[src/rtl/sevenseg_scan_driver_if.sv]
//==============================================================================
// Module      : sevenseg_scan_driver_if
// Description : Load bus of the seven-segment scan driver. It carries the
//               packed digit codes, the decimal-point mask and the load strobe.
// Revision    : 1.0 - initial release
//==============================================================================
`timescale 1ns/1ps
`default_nettype none

interface sevenseg_scan_driver_if #(
    parameter int NUM_DIGITS = 4
);
    logic [4*NUM_DIGITS-1:0] digits_in;
    logic [NUM_DIGITS-1:0]   dp_in;
    logic                    ready;

    modport master (output digits_in, output dp_in, output ready);
    modport slave  (input  digits_in, input  dp_in, input  ready);
endinterface

`default_nettype wire

[src/rtl/sevenseg_scan_driver.sv]
//==============================================================================
// Module      : sevenseg_scan_driver
// Description : Time-multiplexed seven-segment driver for NUM_DIGITS hex/BCD
//               digits. It has a shadow register loaded on ready, a prescaled
//               scan index, optional leading-zero blanking and configurable
//               output polarity. All outputs are registered.
// Revision    : 1.0 - initial release
//==============================================================================
`timescale 1ns/1ps
`default_nettype none

module sevenseg_scan_driver #(
    parameter int NUM_DIGITS     = 4,
    parameter int REFRESH_DIV    = 50000,
    parameter int HEX_EN         = 0,
    parameter int BLANK_LZ       = 1,
    parameter int SEG_ACTIVE_LOW = 1,
    parameter int AN_ACTIVE_LOW  = 1
) (
    input  wire logic                  clk,
    input  wire logic                  rst,        // asynchronous, active low
    sevenseg_scan_driver_if.slave      load_bus,
    output logic [6:0]                 segments,   // {g,f,e,d,c,b,a}
    output logic                       dp,
    output logic [NUM_DIGITS-1:0]      digit_sel,
    output logic                       frame_tick
);

    localparam int PRE_W = (REFRESH_DIV > 1) ? $clog2(REFRESH_DIV) : 1;
    localparam int IDX_W = (NUM_DIGITS  > 1) ? $clog2(NUM_DIGITS)  : 1;

    localparam logic [PRE_W-1:0]      PRE_LAST = PRE_W'(REFRESH_DIV - 1);
    localparam logic [IDX_W-1:0]      IDX_LAST = IDX_W'(NUM_DIGITS - 1);
    localparam logic [6:0]            SEG_INV  = (SEG_ACTIVE_LOW != 0) ? 7'h7F : 7'h00;
    localparam logic                  DP_INV   = (SEG_ACTIVE_LOW != 0);
    localparam logic [NUM_DIGITS-1:0] SEL_INV  = (AN_ACTIVE_LOW != 0) ? '1 : '0;
    localparam logic [6:0]            DASH     = 7'b1000000;

    logic [4*NUM_DIGITS-1:0] shadow_digits;
    logic [NUM_DIGITS-1:0]   shadow_dp;
    logic [PRE_W-1:0]        pre;
    logic [IDX_W-1:0]        idx;
    logic                    wrap_d;      // idx wrapped to 0 on the previous edge

    logic                    pre_wrap;
    logic                    idx_wrap;
    logic [3:0]              cur_code;
    logic                    cur_dp;
    logic                    cur_blank;
    logic [NUM_DIGITS-1:0]   sel_onehot;
    logic [NUM_DIGITS-1:0]   lz_zero;     // bit i: digits i..top are all zero
    logic [6:0]              seg_dec;

    assign pre_wrap = (pre == PRE_LAST);
    assign idx_wrap = (idx == IDX_LAST);

    // Shadow register: captures the load bus whenever ready is high.
    always_ff @(posedge clk or negedge rst) begin
        if (!rst) begin
            shadow_digits <= '0;
            shadow_dp     <= '0;
        end else if (load_bus.ready) begin
            shadow_digits <= load_bus.digits_in;
            shadow_dp     <= load_bus.dp_in;
        end
    end

    // Scan state: prescaler, digit index and a delayed wrap flag for frame_tick.
    always_ff @(posedge clk or negedge rst) begin
        if (!rst) begin
            pre    <= '0;
            idx    <= '0;
            wrap_d <= 1'b0;
        end else begin
            pre    <= pre_wrap ? '0 : pre + 1'b1;
            if (pre_wrap) begin
                idx <= idx_wrap ? '0 : idx + 1'b1;
            end
            wrap_d <= pre_wrap && idx_wrap;
        end
    end

    // Leading-zero map, built from the most significant digit downwards.
    always_comb begin
        logic all_zero;
        all_zero = 1'b1;
        lz_zero  = '0;
        for (int i = NUM_DIGITS - 1; i >= 0; i--) begin
            all_zero   = all_zero && (shadow_digits[4*i +: 4] == 4'd0);
            lz_zero[i] = all_zero;
        end
    end

    // Select the active digit's code, dp bit, one-hot enable and blank flag.
    always_comb begin
        cur_code   = 4'd0;
        cur_dp     = 1'b0;
        cur_blank  = 1'b0;
        sel_onehot = '0;
        for (int i = 0; i < NUM_DIGITS; i++) begin
            if (idx == IDX_W'(i)) begin
                cur_code      = shadow_digits[4*i +: 4];
                cur_dp        = shadow_dp[i];
                sel_onehot[i] = 1'b1;
                cur_blank     = (i != 0) && (BLANK_LZ != 0) && lz_zero[i];
            end
        end
    end

    // Active-high segment decode; codes 10-15 show letters or a dash.
    always_comb begin
        seg_dec = DASH;
        case (cur_code)
            4'h0: seg_dec = 7'b0111111;
            4'h1: seg_dec = 7'b0000110;
            4'h2: seg_dec = 7'b1011011;
            4'h3: seg_dec = 7'b1001111;
            4'h4: seg_dec = 7'b1100110;
            4'h5: seg_dec = 7'b1101101;
            4'h6: seg_dec = 7'b1111101;
            4'h7: seg_dec = 7'b0000111;
            4'h8: seg_dec = 7'b1111111;
            4'h9: seg_dec = 7'b1101111;
            4'hA: seg_dec = (HEX_EN != 0) ? 7'b1110111 : DASH;
            4'hB: seg_dec = (HEX_EN != 0) ? 7'b1111100 : DASH;
            4'hC: seg_dec = (HEX_EN != 0) ? 7'b0111001 : DASH;
            4'hD: seg_dec = (HEX_EN != 0) ? 7'b1011110 : DASH;
            4'hE: seg_dec = (HEX_EN != 0) ? 7'b1111001 : DASH;
            4'hF: seg_dec = (HEX_EN != 0) ? 7'b1110001 : DASH;
            default: seg_dec = DASH;
        endcase
    end

    // Output register: a blanked digit drives everything inactive.
    always_ff @(posedge clk or negedge rst) begin
        if (!rst) begin
            segments   <= SEG_INV;
            dp         <= DP_INV;
            digit_sel  <= SEL_INV;
            frame_tick <= 1'b0;
        end else begin
            if (cur_blank) begin
                segments  <= SEG_INV;
                dp        <= DP_INV;
                digit_sel <= SEL_INV;
            end else begin
                segments  <= seg_dec ^ SEG_INV;
                dp        <= cur_dp ^ DP_INV;
                digit_sel <= sel_onehot ^ SEL_INV;
            end
            frame_tick <= wrap_d;
        end
    end

endmodule

`default_nettype wire

[src/flat_wrapper.sv]
// flat-port wrapper written by rule: the top's interface ports become plain ports
module sevenseg_scan_driver_flat 
#(
    parameter int NUM_DIGITS     = 4,
    parameter int REFRESH_DIV    = 50000,
    parameter int HEX_EN         = 0,
    parameter int BLANK_LZ       = 1,
    parameter int SEG_ACTIVE_LOW = 1,
    parameter int AN_ACTIVE_LOW  = 1
)
  (clk, rst, segments, dp, digit_sel, frame_tick, load_bus_digits_in, load_bus_dp_in, load_bus_ready);
  sevenseg_scan_driver_if #(.NUM_DIGITS(NUM_DIGITS)) load_bus_i ();
  input  wire logic clk;
  input  wire logic rst;
  output logic [6:0] segments;
  output logic dp;
  output logic [NUM_DIGITS-1:0] digit_sel;
  output logic frame_tick;
  input wire logic [$bits(load_bus_i.digits_in)-1:0] load_bus_digits_in;
  input wire logic [$bits(load_bus_i.dp_in)-1:0] load_bus_dp_in;
  input wire logic [$bits(load_bus_i.ready)-1:0] load_bus_ready;
  assign load_bus_i.digits_in = load_bus_digits_in;
  assign load_bus_i.dp_in = load_bus_dp_in;
  assign load_bus_i.ready = load_bus_ready;
  sevenseg_scan_driver #(.NUM_DIGITS(NUM_DIGITS), .REFRESH_DIV(REFRESH_DIV), .HEX_EN(HEX_EN), .BLANK_LZ(BLANK_LZ), .SEG_ACTIVE_LOW(SEG_ACTIVE_LOW), .AN_ACTIVE_LOW(AN_ACTIVE_LOW)) u_core (.clk(clk), .rst(rst), .load_bus(load_bus_i), .segments(segments), .dp(dp), .digit_sel(digit_sel), .frame_tick(frame_tick));
endmodule
[config.mk]
export PLATFORM = sky130hd
export DESIGN_NAME = sevenseg_scan_driver_flat
export DESIGN_NICKNAME = d
export VERILOG_FILES = /design/src/rtl/sevenseg_scan_driver_if.sv /design/src/rtl/sevenseg_scan_driver.sv /design/src/flat_wrapper.sv
export SDC_FILE = /design/constraint.sdc
export NUM_CORES = 1
export LEC_CHECK = 0
export CORE_AREA = 3 3 88 90
export CTS_CLUSTER_SIZE = 20
export DETAILED_ROUTE_END_ITERATION = 12
export DIE_AREA = 0 0 91 93
export HOLD_SLACK_MARGIN = 0.08
export SETUP_SLACK_MARGIN = 0.02
export SYNTH_ARGS = -nofsm -noshare
export SYNTH_HDL_FRONTEND = slang
export SYNTH_SLANG_ARGS = --single-unit
export TNS_END_PERCENT = 10
[constraint.sdc]
create_clock -name clk -period 3.65 [get_ports clk]
set_input_delay 0.5475 -clock clk [delete_from_list [all_inputs] [get_ports clk]]
set_output_delay 0.5475 -clock clk [all_outputs]
set_load 0.05 [all_outputs]
# Word level (Yosys, flattened, before mapping)
# Memory sizes are Yosys's and may differ from the RTL's.
# Cells that the tools add are included.
totals:
  ff_bits: 52
  latch_bits: 0
  ramBits: 0
  mem_bits_ro: 112
  input_bits: 23
  word_cells: 46
  mem_count: 1
classes:
  add_sub_neg: 2
  mul: 0
  div: 0
  n_lt_le_gt_ge: 0
  eq_ne: 4
  shift: 0
  mux: 20
  bitwise_logic: 3
  n_reduce_logical: 7
memory_table:
  columns: ["name", "depth", "width", "rd", "rd_clocked_by_memory_dff", "write_ports", "line", "source"]
  rows:
  - ["(no name shown)", 16, 7, 1, 0, 0, "sevenseg_scan_driver.sv:113", "case (cur_code)"]
op_table:
  columns: ["operator", "n"]
  rows:
  - ["2-to-1 mux 4 bit", 5]
  - ["adder 16 x 1 -> 16 bit (second input constant)", 1]
  - ["== test 16 bit (second input constant)", 1]
  - ["2-to-1 mux 16 bit", 1]
  - ["logical NOT 4 bit", 3]
  - ["2-to-1 mux 1 bit", 12]
  - ["2-to-1 mux 7 bit", 1]
  - ["NOT 7 bit", 1]
  - ["== test 2 bit (second input constant)", 2]
  - ["NOT 4 bit", 1]
  - ["logical AND 1 bit", 3]
  - ["adder 2 x 1 -> 2 bit (second input constant)", 1]
  - ["== test 2 x 1 -> 1 bit (second input constant)", 1]
  - ["logical NOT 2 bit", 1]
  - ["2-to-1 mux 2 bit", 1]
  - ["NOT 1 bit", 1]

# Depth between registers and ports, before layout
# An unclocked memory read counts as a cell.
depth:
  ltp_word: 8
  depth_mapped: 12
  depth_no_buf: 11

# Least setup slack after synthesis
# No wires, ideal clock.
synth_path:
  kind: "register -> register"
  start: "reg u_core.idx[0]"
  end: "reg u_core.segments[3]"
  setup_ps: 104
  t_arrival_ps: 2080
  t_required_ps: 3546
  path_slack_ps: 1467
  stages_incl_launch_ff: 12
  path_cell_list: "dfrtp_1 -> inv_1 -> ha_1 -> buf_6 -> or2_4 -> a221oi_1 -> a221o_1 -> inv_1 -> ha_1 -> mux2_2 -> nor2_1 -> o21ai_0"
synth_via:
  elab_chain_len: 8
  word_cells_on_any_way: 14
synth_rtl:
  columns: ["element", "line", "source"]
  rows:
  - ["start: declaration", "sevenseg_scan_driver.sv:42", "logic [IDX_W-1:0] idx;"]
  - ["start signal: assignment", "sevenseg_scan_driver.sv:77", "idx <= idx_wrap ? '0 : idx + 1'b1;"]
  - ["logical NOT 2 bit", "sevenseg_scan_driver.sv:101", "if (idx == IDX_W'(i)) begin"]
  - ["2-to-1 mux 4 bit (4 in series)", "sevenseg_scan_driver.sv:101", null]
  - ["memory read (16 x 7 bit)", null, null]
  - ["NOT 7 bit (no source line)", null, null]
  - ["2-to-1 mux 7 bit (*)", "sevenseg_scan_driver.sv:142", "if (cur_blank) begin"]
  - ["end signal: assignment", "sevenseg_scan_driver.sv:147", "segments <= seg_dec ^ SEG_INV;"]
  - ["end: declaration", "sevenseg_scan_driver.sv:23", "output logic [6:0] segments,"]
# Mark *: on every way between the ends. The rest lies on a longest branch, timed or not.
# A chain may end at the register's enable or synchronous reset.

# Worst setup path in the final report
# Ends and elaborated chain as after synthesis.

==> qor_table.md <==
| Metric | This run |
|---|---|
| Static Leak | 1.267 nW |
| HPWL after detailed placement | 3.199 mm |
| Number of unique standard cell types used by synthesis | 44 |
| Arrival time of the worst setup path | 2670 ps |
| FF-to-FF End | u_core.segments[3] |
| Dominant synthesized flop cell | sky130_fd_sc_hd__dfrtp_1 |
| Setup violation total in the final timing report | 0 |
| Minimum hold slack | 302.3 ps |
| Worst path max stage delay | 420 ps |
| Width of the chip | 91 microns |
| Vias in the first global route | 1560 |
| Maximum level of the CTS H-tree | 2 |
| Clock slew seen by the registers of the worst setup and hold paths | 90 ps |
| R2r startpoint | u_core.idx[0] |
| Clock insertion delay at the later pin of the skew report | 300 ps |
| Setup TNS Final | 0 ps |
| Worst setup skew after layout | 7.514 ps |
| Synthesized net count | 244 |
| Post-synth design cell area | 0.002455 sq mm |
| Average instance area after synthesis | 11.63 sq um |
| Final setup slack of the worst path | 1180 ps |
| Category of the critical setup timing path | reg2reg |
| Worst R2R Setup Slack | 1180 ps |
| CTS tree | done |
| DR DRC count | 0 |
| Number of buffers inserted for hold repair after clock tree synthesis | 0 |
| Number of stages on the worst setup path | 9 |
| Max VDD drop | 182.0 uV |
| Number of routed nets with antenna violations | 0 |
| Overflow left after global routing | 0 |
| Final critical-path share of the clock period | 67.66% |
| Effective utilization at floorplan | 34.40% |
| Overall global routing resource usage | 11.08% |
| Longest Clk Path Bufs | 2 |
| First-pass iteration count of the detailed router | 4 |
| Full die area | 0.008463 sq mm |
| Number of inserted filler cells in the final layout | 707 |
| Area growth from synthesis to final layout | 21.46% |
| Cell accounting for the most synthesized area | sky130_fd_sc_hd__dfrtp_1 |
| DP Worst Slack | 1208 ps |
| Setup bufs post-CTS | 0 |
| Post-Layout Inst Area | 0.002982 sq mm |
| Final hold violation count | 0 |
| Vias after detailed routing | 1594 |
| Overall die height | 93 microns |
| Via density | 4.607 |
| Violation count after the first detailed-route iteration | 67 |
| Worst Reg-to-Reg Cells | 9 |
| Number of I/O port buffers | 35 |
| Yosys warns | 0 |
| Sequential element share of the synthesized area | 53.62% |
| Global-route wire length before repair | 7.472 mm |
| CTS root buf | sky130_fd_sc_hd__clkbuf_8 |
| Result of the run | finished, final reports clean |
| Cell type of the slowest stage on the worst timing path | sky130_fd_sc_hd__dfrtp_1 |
| Post-synthesis register bit count | 52 |
| Area of the core | 0.007137 sq mm |
| Pin slew with the least headroom to its limit | 993.5 ps |
| Post-synth EDFFs | 0 |
| Fmax achieved | 0.4049 GHz |
| Clock period minus final worst setup slack | 2470 ps |
| Final Max Tran Viols | 0 |
| Number of CTS-inserted buffers | 5 |
| Routed length per instance | 12.63 microns |
| Share of the synthesized area in the top cell type | 40.77% |
| CP Launch Type | flop |
| Routed WL | 4.369 mm |
| Hold WC Path Type | in2async |
| Final cell count without fillers | 346 |
| Buffer and inverter count on the worst path | 1 |
| Largest net degree at the start of global routing | 35 |
| Core Rows | 31 |
| Placed standard-cell area | 0.002874 sq mm |
| Most common cell type on the critical path | sky130_fd_sc_hd__ha_1 |
| Number of top-level design ports | 36 |
| Proportion of register bits with asynchronous set or reset after synthesis | 100.0% |
| Leading post-synthesis cells by cell area | sky130_fd_sc_hd__dfrtp_1, sky130_fd_sc_hd__dfstp_2, sky130_fd_sc_hd__mux2_2 |
| Worst-path cell chain | ha_1, or2_4, a221oi_1, a221o_1, inv_1, ha_1, mux2_2, nor2_1, o21ai_0 |
| Cell count after synthesis | 211 |
| Largest driver fanout on the critical path | 16 |
| CP Capture Type | flop |
| Max-cap violations | 0 |
| Gpl congestion | 0.8016 |
| Nets | 279 |
| Count of inserted antenna diode cells | 0 |
| Unrepaired setup endpoints after global routing | false |
| Sinks on Clock Net | 52 |
| Share of layout cells above drive strength 1 | 18.62% |
| Remaining max-slew budget at the tightest pin | 33.56% |
| Top Family by Delay on Critical Path | adder cells |
| Pwr Density | 409.3 mW/mm^2 |
| Total instance count after detailed placement | 338 |
| Count of cells resized by post-cts repair | 0 |
| Required arrival time at the worst endpoint | 3850 ps |
| Initial antenna violation count | 0 |
worst reg2reg max path: stages, from the launching register on:
cell	delay, ps
sky130_fd_sc_hd__dfrtp_1	420
sky130_fd_sc_hd__ha_1	400
sky130_fd_sc_hd__or2_4	350
sky130_fd_sc_hd__a221oi_1	220
sky130_fd_sc_hd__a221o_1	260
sky130_fd_sc_hd__inv_1	90
sky130_fd_sc_hd__ha_1	210
sky130_fd_sc_hd__mux2_2	260
sky130_fd_sc_hd__nor2_1	80
sky130_fd_sc_hd__o21ai_0	70
power by group:
| group | total (mW) | internal (mW) | switching [mW] |
|---|---|---|---|
| Sequential | 0.642 | 0.621 | 0.0210 |
| Combinational | 0.197 | 0.0877 | 0.109 |
| Clock | 0.382 | 0.204 | 0.179 |
| Total | 1.22 | 0.912 | 0.308 |
routing by layer:
| layer | share of wire (%) | GRT usage, % | up-vias |
|---|---|---|---|
| li1 | - | - | 791 |
| met5 | 0 | 0 | - |
| met4 | 1.2 | 3.392 | 0 |
| met1 | 51 | 15.18 | 762 |
| met2 | 45 | 17.41 | 37 |
| met3 | 3.5 | 2.655 | 4 |
synthesized netlist by cell type, drive strengths merged, types with 2 or more instances:
cell	number
nand3	4
xnor2	7
nand2	15
and2	2
ha	10
nor2	24
o21ai	13
buf	6
a221oi	5
clkbuf	2
or2	2
xor2	6
dfstp	12
and3	3
nor2b	4
a21oi	4
dfrtp	40
nand4	5
inv	9
mux2	20
nor4	3
area by class of cell:
type,count,area (sq um),share of cell area (%)
clock buffer,6,72.57,2.434
clock inverter,2,35.03,1.175
inverter,9,33.78,1.133
multi-input combinational,142,1047,35.12
sequential,52,1316,44.15
tap,99,123.9,4.154
timing repair buffer,36,352.8,11.83
cell families (layout without fill, tap and decap cells):
kind of cell / Yosys count / count (layout) / share of synthesized area (%)
mux: 21 / 21 / 9.735
flops: 52 / 52 / 53.62
xor+xnor: 13 / 13 / 4.638
compound gates: 28 / 28 / 8.767
buf+inv: 17 / 53 / 3.720
simple gates: 70 / 70 / 14.42
fa+ha+maj: 10 / 10 / 5.097
cells in the final DEF (no fill, tap or decap), drive strengths merged, types with 5 or more instances in the layout:
cell type and n:
xor2 6, clkdlybuf4s50 34, nand4 5, a221oi 5, nand2 15, mux2 20
nor2 24, dfstp 12, xnor2 7, dfrtp 40, clkbuf 6, o21ai 13
inv 9, ha 10
per-stage QoR:
step	util, %	power (mW)
floorplan	-	0.7736
global placement	40.27	0.8507
detailed placement	40.27	0.8516
CTS	41.78	1.243
global route	41.78	1.283
finish	41.78	1.220
worst max path at each step:
stage | from | slack, ps | to
floorplan | u_core.idx[0] | 1470 | u_core.segments[3]
global placement | u_core.idx[0] | 1270 | u_core.segments[3]
detailed placement | u_core.idx[0] | 1210 | u_core.segments[3]
CTS | u_core.idx[0] | 1180 | u_core.segments[3]
global route | u_core.idx[0] | 970 | u_core.segments[3]
finish | u_core.idx[0] | 1180 | u_core.segments[3]
state kept, by name, indices dropped and copies added (netlist names):
signal,cells
u_core.pre,16
u_core.digit_sel,4
u_core.shadow_dp,4
u_core.idx,2
u_core.dp,1
u_core.wrap_d,1
u_core.frame_tick,1
u_core.segments,7
u_core.shadow_digits,16
Power figures use the tool's default switching activity.
